<file path="config.mk">
export PLATFORM = sky130hd
export DESIGN_NAME = clk_div_prog_flat
export DESIGN_NICKNAME = d
export VERILOG_FILES = /design/src/rtl/clk_div_prog_if.sv /design/src/rtl/clk_div_prog.sv /design/src/flat_wrapper.sv
export SDC_FILE = /design/constraint.sdc
export NUM_CORES = 1
export LEC_CHECK = 0
export CAP_MARGIN = 0
export CORE_MARGIN = 2
export CORE_UTILIZATION = 54
export DETAILED_ROUTE_END_ITERATION = 6
export GPL_TIMING_DRIVEN = 0
export PLACE_DENSITY = 0.88
export SLEW_MARGIN = 30
export SYNTH_ARGS = -nofsm -noshare
export SYNTH_HDL_FRONTEND = slang
export SYNTH_SLANG_ARGS = --single-unit
</file>
<file path="constraint.sdc">
create_clock -name clk -period 2.85 [get_ports clk]
set_input_delay 0.57 -clock clk [delete_from_list [all_inputs] [get_ports clk]]
set_output_delay 0.57 -clock clk [all_outputs]
set_load 0.05 [all_outputs]
</file>
<file path="src/rtl/clk_div_prog_if.sv">
// Control/status bundle for the programmable clock divider: divisor load
// request from the master side, divided clock and live settings back.
interface clk_div_prog_if #(
    parameter int CNT_W = 8
);
    logic             en;
    logic             div_load;
    logic [CNT_W-1:0] div_val;
    logic             mode_in;
    logic             clk_out;
    logic             tick;
    logic [CNT_W-1:0] div_active;
    logic             mode_active;

    modport master (
        output en, div_load, div_val, mode_in,
        input  clk_out, tick, div_active, mode_active
    );

    modport slave (
        input  en, div_load, div_val, mode_in,
        output clk_out, tick, div_active, mode_active
    );
endinterface

</file>
<file path="src/rtl/clk_div_prog.sv">
// Programmable divided-clock / clock-enable generator with square or
// one-of-N duty; new divisors take effect only at a period boundary.
module clk_div_prog #(
    parameter int CNT_W        = 8,
    parameter int DEFAULT_DIV  = 6,
    parameter int DEFAULT_MODE = 0
) (
    input  logic          clk,
    input  logic          reset,
    clk_div_prog_if.slave bus
);
    logic [CNT_W-1:0] cnt_reg;
    logic [CNT_W-1:0] div_active_reg;
    logic             mode_active_reg;
    logic [CNT_W-1:0] pend_div_reg;
    logic             pend_mode_reg;
    logic             pend_valid_reg;
    logic             clk_out_reg;
    logic             tick_reg;

    logic [CNT_W-1:0] last_cnt;
    logic [CNT_W-1:0] half_cnt;
    logic [CNT_W-1:0] load_div;
    logic             wrap;

    always_comb begin
        last_cnt = div_active_reg - CNT_W'(1);
        half_cnt = mode_active_reg ? CNT_W'(1) : (div_active_reg >> 1);
        load_div = (bus.div_val < CNT_W'(2)) ? CNT_W'(2) : bus.div_val;
        wrap     = bus.en && (cnt_reg == last_cnt);
    end

    always_ff @(posedge clk) begin
        if (!reset) begin
            cnt_reg         <= '0;
            div_active_reg  <= CNT_W'(DEFAULT_DIV);
            mode_active_reg <= 1'(DEFAULT_MODE);
            pend_div_reg    <= CNT_W'(DEFAULT_DIV);
            pend_mode_reg   <= 1'(DEFAULT_MODE);
            pend_valid_reg  <= 1'b0;
            clk_out_reg     <= 1'b0;
            tick_reg        <= 1'b0;
        end else begin
            tick_reg <= wrap;

            // A load landing on a wrap edge bypasses the pending slot.
            if (bus.div_load && !wrap) begin
                pend_div_reg   <= load_div;
                pend_mode_reg  <= bus.mode_in;
                pend_valid_reg <= 1'b1;
            end

            if (wrap) begin
                cnt_reg     <= '0;
                clk_out_reg <= 1'b1;
                if (bus.div_load) begin
                    div_active_reg  <= load_div;
                    mode_active_reg <= bus.mode_in;
                    pend_valid_reg  <= 1'b0;
                end else if (pend_valid_reg) begin
                    div_active_reg  <= pend_div_reg;
                    mode_active_reg <= pend_mode_reg;
                    pend_valid_reg  <= 1'b0;
                end
            end else if (bus.en) begin
                cnt_reg <= cnt_reg + CNT_W'(1);
                if (cnt_reg == half_cnt - CNT_W'(1)) begin
                    clk_out_reg <= 1'b0;
                end
            end
        end
    end

    assign bus.clk_out     = clk_out_reg;
    assign bus.tick        = tick_reg;
    assign bus.div_active  = div_active_reg;
    assign bus.mode_active = mode_active_reg;
endmodule

</file>
<file path="src/flat_wrapper.sv">
// flat-port wrapper written by rule: the top's interface ports become plain ports
module clk_div_prog_flat 
#(
    parameter int CNT_W        = 8,
    parameter int DEFAULT_DIV  = 6,
    parameter int DEFAULT_MODE = 0
)
  (clk, reset, bus_en, bus_div_load, bus_div_val, bus_mode_in, bus_clk_out, bus_tick, bus_div_active, bus_mode_active);
  clk_div_prog_if #(.CNT_W(CNT_W)) bus_i ();
  input  logic clk;
  input  logic reset;
  input wire logic [$bits(bus_i.en)-1:0] bus_en;
  input wire logic [$bits(bus_i.div_load)-1:0] bus_div_load;
  input wire logic [$bits(bus_i.div_val)-1:0] bus_div_val;
  input wire logic [$bits(bus_i.mode_in)-1:0] bus_mode_in;
  output wire logic [$bits(bus_i.clk_out)-1:0] bus_clk_out;
  output wire logic [$bits(bus_i.tick)-1:0] bus_tick;
  output wire logic [$bits(bus_i.div_active)-1:0] bus_div_active;
  output wire logic [$bits(bus_i.mode_active)-1:0] bus_mode_active;
  assign bus_i.en = bus_en;
  assign bus_i.div_load = bus_div_load;
  assign bus_i.div_val = bus_div_val;
  assign bus_i.mode_in = bus_mode_in;
  assign bus_clk_out = bus_i.clk_out;
  assign bus_tick = bus_i.tick;
  assign bus_div_active = bus_i.div_active;
  assign bus_mode_active = bus_i.mode_active;
  clk_div_prog #(.CNT_W(CNT_W), .DEFAULT_DIV(DEFAULT_DIV), .DEFAULT_MODE(DEFAULT_MODE)) u_core (.clk(clk), .reset(reset), .bus(bus_i));
endmodule
</file>
==> flow_metrics.py <==
metrics = {
    "floorplanning": {
        "num_rows": 20,
        "die_w_um": 61.2,
        "start_util_pct": 57.4,
        "ioPinCount": 24,
        "die_y_um": 61.2,
        "die-area_mm2": 0.00375,
        "design.core.area_mm2": 0.00308,
    },
    "clocking": {
        "cts_tree": "done",
        "cts_resized": 0,
        "cts_sinks": 29,
        "htree_levels": 2,
        "numCtsBuffers": 5,
        "cts_root_buf": "clkbuf_4",
        "clockBufferDepth": 2,
        "clkSlewWorstSetupHoldPaths_ns": 0.10,
        "cts_hold_buf": 0,
        "postCtsSetupRepairBufs": 0,
        "clkLatencyLatePin_ns": 0.33,
    },
    "hold_path": {
        "min_path_type": "flip-flop to flip-flop",
    },
    "power_and_ir_drop": {
        "clkPwrFrac_pct": 31.8,
        "ir_drop_mv": 0.260,
        "p_leak_nw": 0.773,
        "p_switching_w": 0.000203,
        "p_comb_share_pct": 12.2,
        "pwr-share-seq_pct": 56.0,
        "switching_share_pct": 27.0,
        "power.density_mw_per_mm2": 362,
        "internal_power_w": 0.000551,
    },
    "final_layout": {
        "final_common_cell": "dfxtp_1",
        "area_growth_pct": 17.9,
        "antenna_cells": 0,
        "final_area_mm2": 0.00208,
        "final_nets": 257,
        "mostFrequentLayoutCells": "dfxtp_1 (29), clkdlybuf4s50_1 (21), a21oi_1 (19)",
        "drive_gt1_share_pct": 7.85,
    },
    "timing": {
        "setup_violations": 0,
        "period_needed_ns": 2.54,
        "final-hold-violation-count": 0,
        "clock_skew_ns": 0.0190,
        "fin_crit_sh_pct": 89.3,
        "tns_ns": 0,
        "worst_slack_ns": 0.306,
        "rsz0062_at_grt": "no",
        "maxSlewViolCount": 0,
        "relSlewSlack_pct": 61.6,
        "fmax_mhz": 393,
        "tightest_slew_ns": 0.576,
    },
    "yosys": {
        "synth_edf_count": 0,
        "synthArstFlopShare_pct": 0,
        "synth.avg_cell_area_um2": 8.29,
        "synth_top_area_share_pct": 32.9,
        "ys_seq_elements": 29,
        "yosys_most_used_dff": "dfxtp_1",
        "synth_seq_area_share_pct": 32.9,
        "synth_area_leaders": "dfxtp_1 (33%), mux2i_1 (5.7%), xnor2_1 (5.5%)",
        "syn_inst": 213,
        "yosysUniqueCellTypes": 46,
        "synth_warnings": 0,
        "synth_top_cell_by_area": "dfxtp_1",
        "syn_nets": 229,
        "synth_area_mm2": 0.00177,
    },
    "grt": {
        "first_global_vias": 1442,
        "grtUsageTotal_pct": 23.8,
        "gr-usage-met1_pct": 31.8,
        "grt_max_degree": 11,
        "grt_util_met2_pct": 36.9,
        "grt_pass1_wl_um": 6520,
        "overflow": 0,
        "busiest_layer": "met2",
        "met3_usage_pct": 6.51,
        "antenna_found_initial": 0,
    },
    "routing": {
        "totalWireLength_um": 3900,
        "drc": 0,
        "ant_nets": 0,
        "drt_iter0_drc": 125,
        "via_per_inst": 5.66,
        "wl_per_cell_um": 13.6,
        "first_pass_iters": 4,
        "num_vias": 1620,
    },
    "placed_design": {
        "dp_hpwl_um": 2900,
        "gp_congestion": 0.879,
        "port_buffers": 21,
        "dpl_cell_area_mm2": 0.00203,
        "dp_slack_ns": 0.323,
    },
    "worst_setup_path": {
        "startpoint_type": "flip-flop",
        "crit_arrival_ns": 2.75,
        "crit_required_ns": 3.05,
        "crit_chain": "buf_2, or3_4, or3_4, a2111oi_4, o2111ai_1, buf_2, a211oi_1, a31oi_1",
        "cp_max_fo": 10,
        "critPathKind": "flip-flop to flip-flop",
        "critPathSlowestCell": "or3_4",
        "critPathMaxStageDelay_ns": 0.40,
        "cp-end-kind": "flip-flop",
    },
    "run": {
        "max-cap-violations": 0,
    },
    "run_status": {
        "status": "finished, final reports clean",
    },
}
[cell usage after synthesis, types with 2 or more instances]
cell type and instances:
nand2_1 13, nor4_1 4, or3_4 2, nor2_1 17
o21ai_1 8, nor3_1 7, ha_1 3, and3_1 2
xnor2_1 11, nor2b_1 2, mux2i_1 10, o31ai_1 3
o211a_1 2, nand2b_1 2, o211ai_1 4, dfxtp_1 29
nand3_1 9, a211oi_1 7, a21oi_1 19, clkbuf_1 11
o2111ai_1 2, buf_2 3, inv_1 5, xor2_1 10
o21ai_0 2, buf_6 2, nand4_1 5
[metal layers]
metal	wire length [um]	vias up
li1	-	830
met1	1810	740
met2	1830	46
met3	214	4
met4	42	0
met5	0	-
[worst max-delay path: cells and delay by family (launching register included)]
family          cells  cell delay (ns)
flops               1             0.32
buf+inv             2             0.43
compound gates      4             0.91
simple gates        2             0.76
[power groups by stage]
stage	Combinational, W	Clock (W)	Sequential (W)
after floorplan	0.0000587	0	0.000432
after detailed placement	0.0000909	0	0.000432
after CTS	0.0000911	0.000243	0.000423
final	0.0000917	0.000240	0.000423
after global placement	0.0000893	0	0.000431
after global routing	0.000102	0.000261	0.000425
[worst paths after layout]
| kind | start | to | slack [ns] | cells after the start |
|---|---|---|---|---|
| max | u_core.bus.div_active[5] | u_core.pend_div_reg[1] | 0.31 | 8 |
| min reg2reg | u_core.pend_div_reg[0] | u_core.pend_div_reg[0] | 0.47 | 2 |
| max reg2reg | u_core.bus.div_active[5] | u_core.pend_div_reg[1] | 0.31 | 8 |
| min | u_core.pend_div_reg[0] | u_core.pend_div_reg[0] | 0.47 | 2 |
[per-stage QoR]
step                util [%]  cells  total power (W)  hold WS (ns)
global route            67.7    286         0.000788         0.488
CTS                     67.7    286         0.000756         0.470
finish                  67.7    286         0.000754         0.474
floorplan                  -    213         0.000491         0.435
global placement        66.0    278         0.000521         0.448
detailed placement      66.0    278         0.000523         0.456
[final cells by class]
| type | instances | area [um2] |
|---|---|---|
| inverters | 6 | 22.5 |
| repair buffers | 21 | 210 |
| clock inverters | 2 | 10.0 |
| well taps | 44 | 55.1 |
| fillers | 266 | 995 |
| plain buffers | 17 | 82.6 |
| multi-input cells | 161 | 1080 |
| flip-flops and latches | 29 | 581 |
| clock buffers | 6 | 41.3 |
[cells by family (layout without fill, tap and decap cells)]
| family | Yosys count | after routing | synth area share, % |
|---|---|---|---|
| compound gates | 58 | 58 | 22.9 |
| xor+xnor | 21 | 21 | 10.4 |
| fa+ha+maj | 3 | 3 | 2.12 |
| buf+inv | 23 | 52 | 5.95 |
| flops | 29 | 29 | 32.9 |
| mux | 10 | 10 | 5.67 |
| simple gates | 69 | 69 | 20.1 |
Note: power is estimated with default switching activity, not from simulation.
